<file path="src/rtl/ctrl_reg_bank_if.sv">
// User-side register access strobes between the AXI-Lite slave front end and the register bank.
interface ctrl_reg_bank_if #(
  parameter int unsigned ADDR_BITS  = 32,
  parameter int unsigned DATA_BITS  = 32,
  parameter int unsigned DATA_BYTES = DATA_BITS / 8
);
  logic [ADDR_BITS-1:0]  wr_addr;
  logic [DATA_BITS-1:0]  wr_dout;
  logic [DATA_BYTES-1:0] wr_be;
  logic                  wr_en;
  logic [ADDR_BITS-1:0]  rd_addr;
  logic                  rd_en;
  logic [DATA_BITS-1:0]  rd_din;
  logic                  rd_ready;

  modport master (
    output wr_addr, wr_dout, wr_be, wr_en, rd_addr, rd_en,
    input  rd_din, rd_ready
  );

  modport slave (
    input  wr_addr, wr_dout, wr_be, wr_en, rd_addr, rd_en,
    output rd_din, rd_ready
  );
endinterface

</file>
<file path="src/rtl/ctrl_reg_bank.sv">
// Control/status register bank: ID, CTRL, STATUS, W1C interrupt status/enable, scratch,
// free-running cycle timer with compare; single-cycle read response.
module ctrl_reg_bank #(
  parameter int unsigned ADDR_BITS  = 32,
  parameter int unsigned DATA_BITS  = 32,
  parameter int unsigned DATA_BYTES = DATA_BITS / 8,
  parameter logic [31:0] ID_VALUE   = 32'h7E5A_0001
) (
  input  logic                   s_axi_aclk,
  input  logic                   s_axi_areset,
  ctrl_reg_bank_if.slave         bus,
  input  logic [15:0]            status_in,
  input  logic [6:0]             irq_src,
  output logic                   ctrl_enable,
  output logic [7:0]             ctrl_mode,
  output logic                   ctrl_soft_rst,
  output logic                   irq
);

  localparam logic [5:0] OffId     = 6'h00;
  localparam logic [5:0] OffCtrl   = 6'h01;
  localparam logic [5:0] OffStatus = 6'h02;
  localparam logic [5:0] OffIrqSt  = 6'h03;
  localparam logic [5:0] OffIrqEn  = 6'h04;
  localparam logic [5:0] OffScr    = 6'h05;
  localparam logic [5:0] OffTimer  = 6'h06;
  localparam logic [5:0] OffCmp    = 6'h07;

  function automatic logic [31:0] apply_be(logic [31:0] old, logic [31:0] wdata,
                                           logic [3:0] be);
    logic [31:0] res;
    for (int i = 0; i < 4; i++) begin
      res[8*i +: 8] = be[i] ? wdata[8*i +: 8] : old[8*i +: 8];
    end
    return res;
  endfunction

  logic        enable_q, enable_d;
  logic [7:0]  mode_q, mode_d;
  logic        soft_rst_q, soft_rst_d;
  logic [31:0] scratch_q, scratch_d;
  logic [31:0] cmp_q, cmp_d;
  logic [31:0] timer_q, timer_d;
  logic [7:0]  irq_en_q, irq_en_d;
  logic [7:0]  irq_st_q, irq_st_d;
  logic [6:0]  src_hist_q, src_hist_d;
  logic [31:0] rd_data_q, rd_data_d;
  logic        rd_ready_q;
  logic        irq_q, irq_d;

  logic [5:0]  wr_sel, rd_sel;
  logic [31:0] wdata, ctrl_word, ctrl_new, rd_mux;
  logic [3:0]  be;
  logic [7:0]  irq_set, w1c;
  logic        match;

  logic unused_addr;
  assign unused_addr = ^{bus.wr_addr[ADDR_BITS-1:8], bus.wr_addr[1:0],
                         bus.rd_addr[ADDR_BITS-1:8], bus.rd_addr[1:0]};

  assign wr_sel    = bus.wr_addr[7:2];
  assign rd_sel    = bus.rd_addr[7:2];
  assign wdata     = bus.wr_dout[31:0];
  assign be        = bus.wr_be[3:0];
  assign ctrl_word = {16'h0, mode_q, 7'h0, enable_q};

  always_comb begin
    enable_d   = enable_q;
    mode_d     = mode_q;
    scratch_d  = scratch_q;
    cmp_d      = cmp_q;
    irq_en_d   = irq_en_q;
    soft_rst_d = 1'b0;
    w1c        = 8'h0;
    ctrl_new   = apply_be(ctrl_word, wdata, be);

    if (bus.wr_en) begin
      unique case (wr_sel)
        OffCtrl: begin
          enable_d   = ctrl_new[0];
          mode_d     = ctrl_new[15:8];
          soft_rst_d = be[0] & wdata[1];
        end
        OffIrqSt: w1c       = wdata[7:0] & {8{be[0]}};
        OffIrqEn: irq_en_d  = apply_be({24'h0, irq_en_q}, wdata, be) & 32'hFF;
        OffScr:   scratch_d = apply_be(scratch_q, wdata, be);
        OffCmp:   cmp_d     = apply_be(cmp_q, wdata, be);
        default:  ;
      endcase
    end

    match   = enable_q && (timer_q == cmp_q);
    irq_set = {match, irq_src & ~src_hist_q};

    // Soft reset overrides counting and interrupt capture on the same edge.
    if (soft_rst_d) begin
      timer_d    = 32'h0;
      irq_st_d   = 8'h0;
      src_hist_d = 7'h0;
    end else begin
      timer_d    = enable_q ? timer_q + 32'd1 : timer_q;
      irq_st_d   = (irq_st_q & ~w1c) | irq_set;
      src_hist_d = irq_src;
    end

    irq_d = |(irq_st_q & irq_en_q);

    rd_mux = 32'h0;
    unique case (rd_sel)
      OffId:     rd_mux = ID_VALUE;
      OffCtrl:   rd_mux = ctrl_word;
      OffStatus: rd_mux = {16'h0, status_in};
      OffIrqSt:  rd_mux = {24'h0, irq_st_q};
      OffIrqEn:  rd_mux = {24'h0, irq_en_q};
      OffScr:    rd_mux = scratch_q;
      OffTimer:  rd_mux = timer_q;
      OffCmp:    rd_mux = cmp_q;
      default:   rd_mux = 32'h0;
    endcase
    rd_data_d = bus.rd_en ? rd_mux : rd_data_q;
  end

  always_ff @(posedge s_axi_aclk) begin
    if (s_axi_areset) begin
      enable_q   <= 1'b0;
      mode_q     <= 8'h0;
      soft_rst_q <= 1'b0;
      scratch_q  <= 32'h0;
      cmp_q      <= 32'h0;
      timer_q    <= 32'h0;
      irq_en_q   <= 8'h0;
      irq_st_q   <= 8'h0;
      src_hist_q <= 7'h0;
      rd_data_q  <= 32'h0;
      rd_ready_q <= 1'b0;
      irq_q      <= 1'b0;
    end else begin
      enable_q   <= enable_d;
      mode_q     <= mode_d;
      soft_rst_q <= soft_rst_d;
      scratch_q  <= scratch_d;
      cmp_q      <= cmp_d;
      timer_q    <= timer_d;
      irq_en_q   <= irq_en_d;
      irq_st_q   <= irq_st_d;
      src_hist_q <= src_hist_d;
      rd_data_q  <= rd_data_d;
      rd_ready_q <= bus.rd_en;
      irq_q      <= irq_d;
    end
  end

  assign bus.rd_din     = rd_data_q;
  assign bus.rd_ready   = rd_ready_q;
  assign ctrl_enable    = enable_q;
  assign ctrl_mode      = mode_q;
  assign ctrl_soft_rst  = soft_rst_q;
  assign irq            = irq_q;

endmodule

</file>
<file path="src/flat_wrapper.sv">
// flat-port wrapper written by rule: the top's interface ports become plain ports
module ctrl_reg_bank_flat 
#(
  parameter int unsigned ADDR_BITS  = 32,
  parameter int unsigned DATA_BITS  = 32,
  parameter int unsigned DATA_BYTES = DATA_BITS / 8,
  parameter logic [31:0] ID_VALUE   = 32'h7E5A_0001
)
  (s_axi_aclk, s_axi_areset, status_in, irq_src, ctrl_enable, ctrl_mode, ctrl_soft_rst, irq, bus_wr_addr, bus_wr_dout, bus_wr_be, bus_wr_en, bus_rd_addr, bus_rd_en, bus_rd_din, bus_rd_ready);
  ctrl_reg_bank_if #(.ADDR_BITS(ADDR_BITS), .DATA_BITS(DATA_BITS), .DATA_BYTES(DATA_BYTES)) bus_i ();
  input  logic s_axi_aclk;
  input  logic s_axi_areset;
  input  logic [15:0] status_in;
  input  logic [6:0] irq_src;
  output logic ctrl_enable;
  output logic [7:0] ctrl_mode;
  output logic ctrl_soft_rst;
  output logic irq;
  input wire logic [$bits(bus_i.wr_addr)-1:0] bus_wr_addr;
  input wire logic [$bits(bus_i.wr_dout)-1:0] bus_wr_dout;
  input wire logic [$bits(bus_i.wr_be)-1:0] bus_wr_be;
  input wire logic [$bits(bus_i.wr_en)-1:0] bus_wr_en;
  input wire logic [$bits(bus_i.rd_addr)-1:0] bus_rd_addr;
  input wire logic [$bits(bus_i.rd_en)-1:0] bus_rd_en;
  output wire logic [$bits(bus_i.rd_din)-1:0] bus_rd_din;
  output wire logic [$bits(bus_i.rd_ready)-1:0] bus_rd_ready;
  assign bus_i.wr_addr = bus_wr_addr;
  assign bus_i.wr_dout = bus_wr_dout;
  assign bus_i.wr_be = bus_wr_be;
  assign bus_i.wr_en = bus_wr_en;
  assign bus_i.rd_addr = bus_rd_addr;
  assign bus_i.rd_en = bus_rd_en;
  assign bus_rd_din = bus_i.rd_din;
  assign bus_rd_ready = bus_i.rd_ready;
  ctrl_reg_bank #(.ADDR_BITS(ADDR_BITS), .DATA_BITS(DATA_BITS), .DATA_BYTES(DATA_BYTES), .ID_VALUE(ID_VALUE)) u_core (.s_axi_aclk(s_axi_aclk), .s_axi_areset(s_axi_areset), .bus(bus_i), .status_in(status_in), .irq_src(irq_src), .ctrl_enable(ctrl_enable), .ctrl_mode(ctrl_mode), .ctrl_soft_rst(ctrl_soft_rst), .irq(irq));
endmodule
</file>
<file path="config.mk">
export PLATFORM = sky130hd
export DESIGN_NAME = ctrl_reg_bank_flat
export DESIGN_NICKNAME = d
export VERILOG_FILES = /design/src/rtl/ctrl_reg_bank_if.sv /design/src/rtl/ctrl_reg_bank.sv /design/src/flat_wrapper.sv
export SDC_FILE = /design/constraint.sdc
export NUM_CORES = 1
export LEC_CHECK = 0
export BUFFER_PORTS_ARGS = -buffer_cell sky130_fd_sc_hd__buf_2
export CAP_MARGIN = 20
export CORE_MARGIN = 3
export CORE_UTILIZATION = 47
export DETAILED_ROUTE_END_ITERATION = 7
export PLACE_DENSITY = 0.71
export SLEW_MARGIN = 20
export SYNTH_ARGS = -nofsm -noshare
export SYNTH_HDL_FRONTEND = slang
export SYNTH_SLANG_ARGS = --single-unit
export TNS_END_PERCENT = 50
</file>
<file path="constraint.sdc">
create_clock -name s_axi_aclk -period 4.12 [get_ports s_axi_aclk]
set_input_delay 0.824 -clock s_axi_aclk [delete_from_list [all_inputs] [get_ports s_axi_aclk]]
set_output_delay 0.824 -clock s_axi_aclk [all_outputs]
set_load 0.01 [all_outputs]
</file>
==> metrics.txt <==
# TYPE chip_impl_metric gauge
chip_impl_metric{name="p_clk_share",unit="%"} 46.7
chip_impl_metric{name="power.leakage",unit="nW"} 3.82
chip_impl_metric{name="drt-total-wl",unit="microns"} 19300
chip_impl_metric{name="fill_cells",unit=""} 1412
chip_impl_metric{name="drcViolationCount",unit=""} 0
chip_impl_info{name="path_delay_family",value="simple AND/OR/NAND/NOR gates"} 1
chip_impl_metric{name="maxCapViolCount",unit=""} 0
chip_impl_metric{name="setup_total_negative_slack",unit="ns"} 0
chip_impl_metric{name="dp_hpwl",unit="microns"} 13800
chip_impl_metric{name="post-cts-setup-buffers",unit=""} 0
chip_impl_metric{name="syn_area_per_cell",unit="sq um"} 9.78
chip_impl_metric{name="switching_share_of_total_power",unit="%"} 23.9
chip_impl_info{name="grt_setup_unrepaired",value="false"} 1
chip_impl_metric{name="port_buffer_count",unit=""} 118
chip_impl_metric{name="total_power",unit="mW"} 3.31
chip_impl_metric{name="vdd.ir_drop.worst",unit="mV"} 0.336
chip_impl_metric{name="drive_gt1_share",unit="%"} 24.4
chip_impl_metric{name="worst_slew_pin_slew",unit="ns"} 1.09
chip_impl_metric{name="seq_area_frac_synth",unit="%"} 42.3
chip_impl_info{name="status",value="completed"} 1
chip_impl_metric{name="synth_warnings",unit=""} 0
chip_impl_info{name="critPathLaunchType",value="input pin"} 1
chip_impl_metric{name="first_global_vias",unit=""} 5724
chip_impl_metric{name="final-setup-viol-count",unit=""} 0
chip_impl_metric{name="syn_area",unit="sq mm"} 0.00771
chip_impl_metric{name="overflow_after_grt",unit=""} 0
chip_impl_metric{name="finalHoldWorstSlack",unit="ns"} 0.450
chip_impl_metric{name="grt_pass1_wl",unit="microns"} 30800
chip_impl_metric{name="nNetsFinal",unit=""} 1008
chip_impl_metric{name="fmaxAchievable",unit="MHz"} 410
chip_impl_metric{name="worst-path-buf-inv",unit=""} 1
chip_impl_metric{name="p_comb_share",unit="%"} 5.1
chip_impl_metric{name="async_reset_ff_share",unit="%"} 0
chip_impl_metric{name="finalCriticalPeriod",unit="ns"} 2.44
chip_impl_metric{name="cts_inserted_buffers",unit=""} 17
chip_impl_metric{name="avgRoutedWirePerCell",unit="microns"} 17.4
chip_impl_info{name="class_of_the_tightest_hold_or_removal_check",value="reg -> reg"} 1
chip_impl_metric{name="tritoncts_num_sinks",unit=""} 163
chip_impl_metric{name="layout_overhead_on_the_synthesized_area",unit="%"} 16.0
chip_impl_metric{name="dr.pass1.iters",unit=""} 5
chip_impl_metric{name="synth_enable_flop_cells",unit=""} 0
chip_impl_metric{name="drt-initial-drc-count",unit=""} 413
chip_impl_info{name="worst_path_max_delay_cell",value="sky130_fd_sc_hd__a31o_2"} 1
chip_impl_metric{name="ys_types",unit=""} 55
chip_impl_metric{name="timing.critical_path.arrival",unit="ns"} 2.72
chip_impl_metric{name="p_seq_share",unit="%"} 48.2
chip_impl_metric{name="fin_worst_skew",unit="ns"} 0.0112
chip_impl_info{name="post-synth-top-area-cell",value="sky130_fd_sc_hd__dfxtp_1"} 1
chip_impl_metric{name="p_int",unit="mW"} 2.52
chip_impl_info{name="synthFlopType",value="sky130_fd_sc_hd__dfxtp_1"} 1
chip_impl_metric{name="synth_seq_cells",unit=""} 163
chip_impl_metric{name="grt_util_all_layers",unit="%"} 21.6
chip_impl_metric{name="cpPeakStageDelay",unit="ns"} 0.80
chip_impl_metric{name="clock_insertion_delay_worst_skew",unit="ns"} 0.43
chip_impl_info{name="synthTopCellsByCount",value="sky130_fd_sc_hd__dfxtp_1, sky130_fd_sc_hd__nor2_1, sky130_fd_sc_hd__mux2i_1"} 1
chip_impl_metric{name="vias",unit=""} 6036
chip_impl_info{name="setup_crit_path_kind",value="in -> reg"} 1
chip_impl_metric{name="pin_count",unit=""} 171
chip_impl_metric{name="timing.final.max_slew_violations",unit=""} 0
chip_impl_info{name="synth.area.top_cells",value="sky130_fd_sc_hd__dfxtp_1, sky130_fd_sc_hd__mux2i_1, sky130_fd_sc_hd__nor2_1"} 1
chip_impl_metric{name="power-per-cell-area",unit="mW/mm^2"} 370
chip_impl_metric{name="critical_path_fanout_max",unit=""} 40
chip_impl_metric{name="antenna_found_initial",unit=""} 1
chip_impl_metric{name="grt_max_degree",unit=""} 57
chip_impl_metric{name="regToRegSetupSlack",unit="ns"} 2.03
chip_impl_metric{name="power.switching",unit="mW"} 0.789
chip_impl_metric{name="netlist_instances",unit=""} 788
chip_impl_info{name="timing.critical_path.cells",value="buf_2, nor3_2, and3_1, nor2b_1, a31o_2, nor2_1"} 1
chip_impl_metric{name="cts_htree_levels",unit=""} 4
chip_impl_metric{name="holdBufCountCts",unit=""} 0
chip_impl_metric{name="final_wtd_congestion",unit=""} 0.847
chip_impl_metric{name="clk_transition_reported_paths",unit="ns"} 0.07
chip_impl_metric{name="floorplan.initialDensity",unit="%"} 48.3
chip_impl_info{name="cts-root-buf",value="sky130_fd_sc_hd__clkbuf_16"} 1
chip_impl_metric{name="post_cts_resized",unit=""} 0
chip_impl_metric{name="buffer_levels_on_the_longest_clock_path",unit=""} 2
chip_impl_metric{name="max-slew-margin-rel",unit="%"} 27.2
chip_impl_metric{name="design.core.area",unit="sq mm"} 0.0159
chip_impl_info{name="tritoncts",value="built"} 1
chip_impl_info{name="critical_path.endpoint_type",value="flip-flop"} 1
chip_impl_metric{name="via_count_normalized_by_instance_count",unit=""} 5.44
chip_impl_metric{name="design.die.area",unit="sq mm"} 0.0180
chip_impl_metric{name="drt.antenna.violating_nets",unit=""} 0
chip_impl_metric{name="floorplan.die.width",unit="microns"} 134
chip_impl_info{name="yosysMostFrequentCell",value="sky130_fd_sc_hd__dfxtp_1"} 1
chip_impl_metric{name="finalCritPeriodShare",unit="%"} 59.2
chip_impl_metric{name="std_cell_rows",unit=""} 46
chip_impl_metric{name="fp.dieH",unit="microns"} 134
chip_impl_metric{name="hold_viol",unit=""} 0
chip_impl_metric{name="synth_top_area_share",unit="%"} 42.3
chip_impl_metric{name="synth.net_count",unit=""} 916
chip_impl_metric{name="cp_data_required_time",unit="ns"} 4.40
-- cell type report --
type | count | area, sq um | share of cell area [%]
Tap cell | 216 | 270 | 3.02
Inverter | 12 | 45.0 | 0.504
Timing Repair Buffer | 124 | 636 | 7.11
Clock inverter | 13 | 124 | 1.39
Clock buffer | 19 | 453 | 5.07
Multi-Input combinational cell | 562 | 4150 | 46.4
Sequential cell | 163 | 3260 | 36.5
Antenna cell | 1 | 2.50 | 0.0280
-- sequential cells by signal, indices dropped and copies added (netlist names) --
signal / count
u_core.bus.rd_din: 32
u_core.cmp_q: 32
u_core.scratch_q: 32
u_core.timer_q: 32
u_core.ctrl_mode: 8
u_core.irq_en_q: 8
u_core.irq_st_q: 8
u_core.src_hist_q: 7
u_core.bus.rd_ready: 1
u_core.ctrl_enable: 1
u_core.ctrl_soft_rst: 1
u_core.irq: 1
-- tightest hold or removal path, cell delays in order, from the launching register on --
cell	delay (ns)
sky130_fd_sc_hd__dfxtp_1	0.32
sky130_fd_sc_hd__nand2_1	0.04
sky130_fd_sc_hd__o21ai_0	0.05
-- layout by cell type, fill, tap and decap left out, types with 7 or more instances in the layout --
cell / synthesis / routed
sky130_fd_sc_hd__nor4_2: 10 / 10
sky130_fd_sc_hd__xnor2_1: 21 / 21
sky130_fd_sc_hd__nand3_1: 20 / 20
sky130_fd_sc_hd__and2_1: 10 / 10
sky130_fd_sc_hd__nand2_1: 30 / 30
sky130_fd_sc_hd__a22oi_1: 36 / 36
sky130_fd_sc_hd__nor2_1: 121 / 121
sky130_fd_sc_hd__dfxtp_1: 163 / 163
sky130_fd_sc_hd__nor4_1: 9 / 9
sky130_fd_sc_hd__inv_1: 12 / 12
sky130_fd_sc_hd__o21ai_0: 14 / 14
sky130_fd_sc_hd__o21ai_1: 16 / 16
sky130_fd_sc_hd__a21oi_1: 8 / 8
sky130_fd_sc_hd__a22o_1: 18 / 18
sky130_fd_sc_hd__nand2b_1: 7 / 7
sky130_fd_sc_hd__buf_2: 17 / 118
sky130_fd_sc_hd__mux2i_1: 98 / 98
sky130_fd_sc_hd__nand4_1: 10 / 10
sky130_fd_sc_hd__mux2_2: 17 / 17
sky130_fd_sc_hd__xor2_1: 42 / 42
sky130_fd_sc_hd__o221ai_1: 8 / 8
sky130_fd_sc_hd__clkbuf_16: 0 / 17
sky130_fd_sc_hd__mux4_2: 7 / 7
-- path summary, 6_finish.rpt --
path / start / to / cells past startpoint
worst min register to register: u_core.bus.rd_din[31]$_SDFFE_PP0P_ / u_core.bus.rd_din[31]$_SDFFE_PP0P_ / 2
worst max-delay path: bus_wr_addr[5] / u_core.timer_q[15]$_SDFFE_PP0P_ / 6
worst min-delay path: u_core.bus.rd_din[31]$_SDFFE_PP0P_ / u_core.bus.rd_din[31]$_SDFFE_PP0P_ / 2
worst max register to register: u_core.ctrl_enable$_SDFFE_PP0P_ / u_core.timer_q[26]$_SDFFE_PP0P_ / 5
-- logic make-up after synthesis --
family / after synthesis / share of synthesized area, %
flops: 163 / 42.3
buf+inv: 63 / 3.85
mux: 122 / 17.3
simple gates: 270 / 19.7
xor+xnor: 63 / 7.16
fa+ha+maj: 1 / 0.162
compound gates: 106 / 9.56
-- metal layers --
metal / part of all wire (%) / wire length (microns) / track usage, %
met1: 48 / 9280 / 30.6
met2: 43 / 8390 / 32.3
met3: 6.0 / 1160 / 4.91
met4: 2.6 / 505 / 8.03
met5: 0 / 0 / 0
-- power by group through the flow --
stage,sequential (mW),combinational [mW],clock (mW)
finish,1.59,0.169,1.54
global route,1.59,0.184,1.63
CTS,1.59,0.169,1.57
detailed placement,1.63,0.169,0
global placement,1.63,0.168,0
floorplan,1.63,0.0939,0
-- through the flow --
| step | utilization (%) | cells | setup WS, ns | instance area, sq um |
|---|---|---|---|---|
| after floorplan | - | 788 | 2.02 | 7710 |
| after global placement | 52.5 | 1077 | 1.27 | 8360 |
| after detailed placement | 52.5 | 1077 | 1.21 | 8360 |
| after CTS | 56.1 | 1109 | 1.67 | 8940 |
| after global routing | 56.1 | 1110 | 1.47 | 8940 |
| final | 56.1 | 1110 | 1.68 | 8940 |
(Power assumes the default switching activity.)
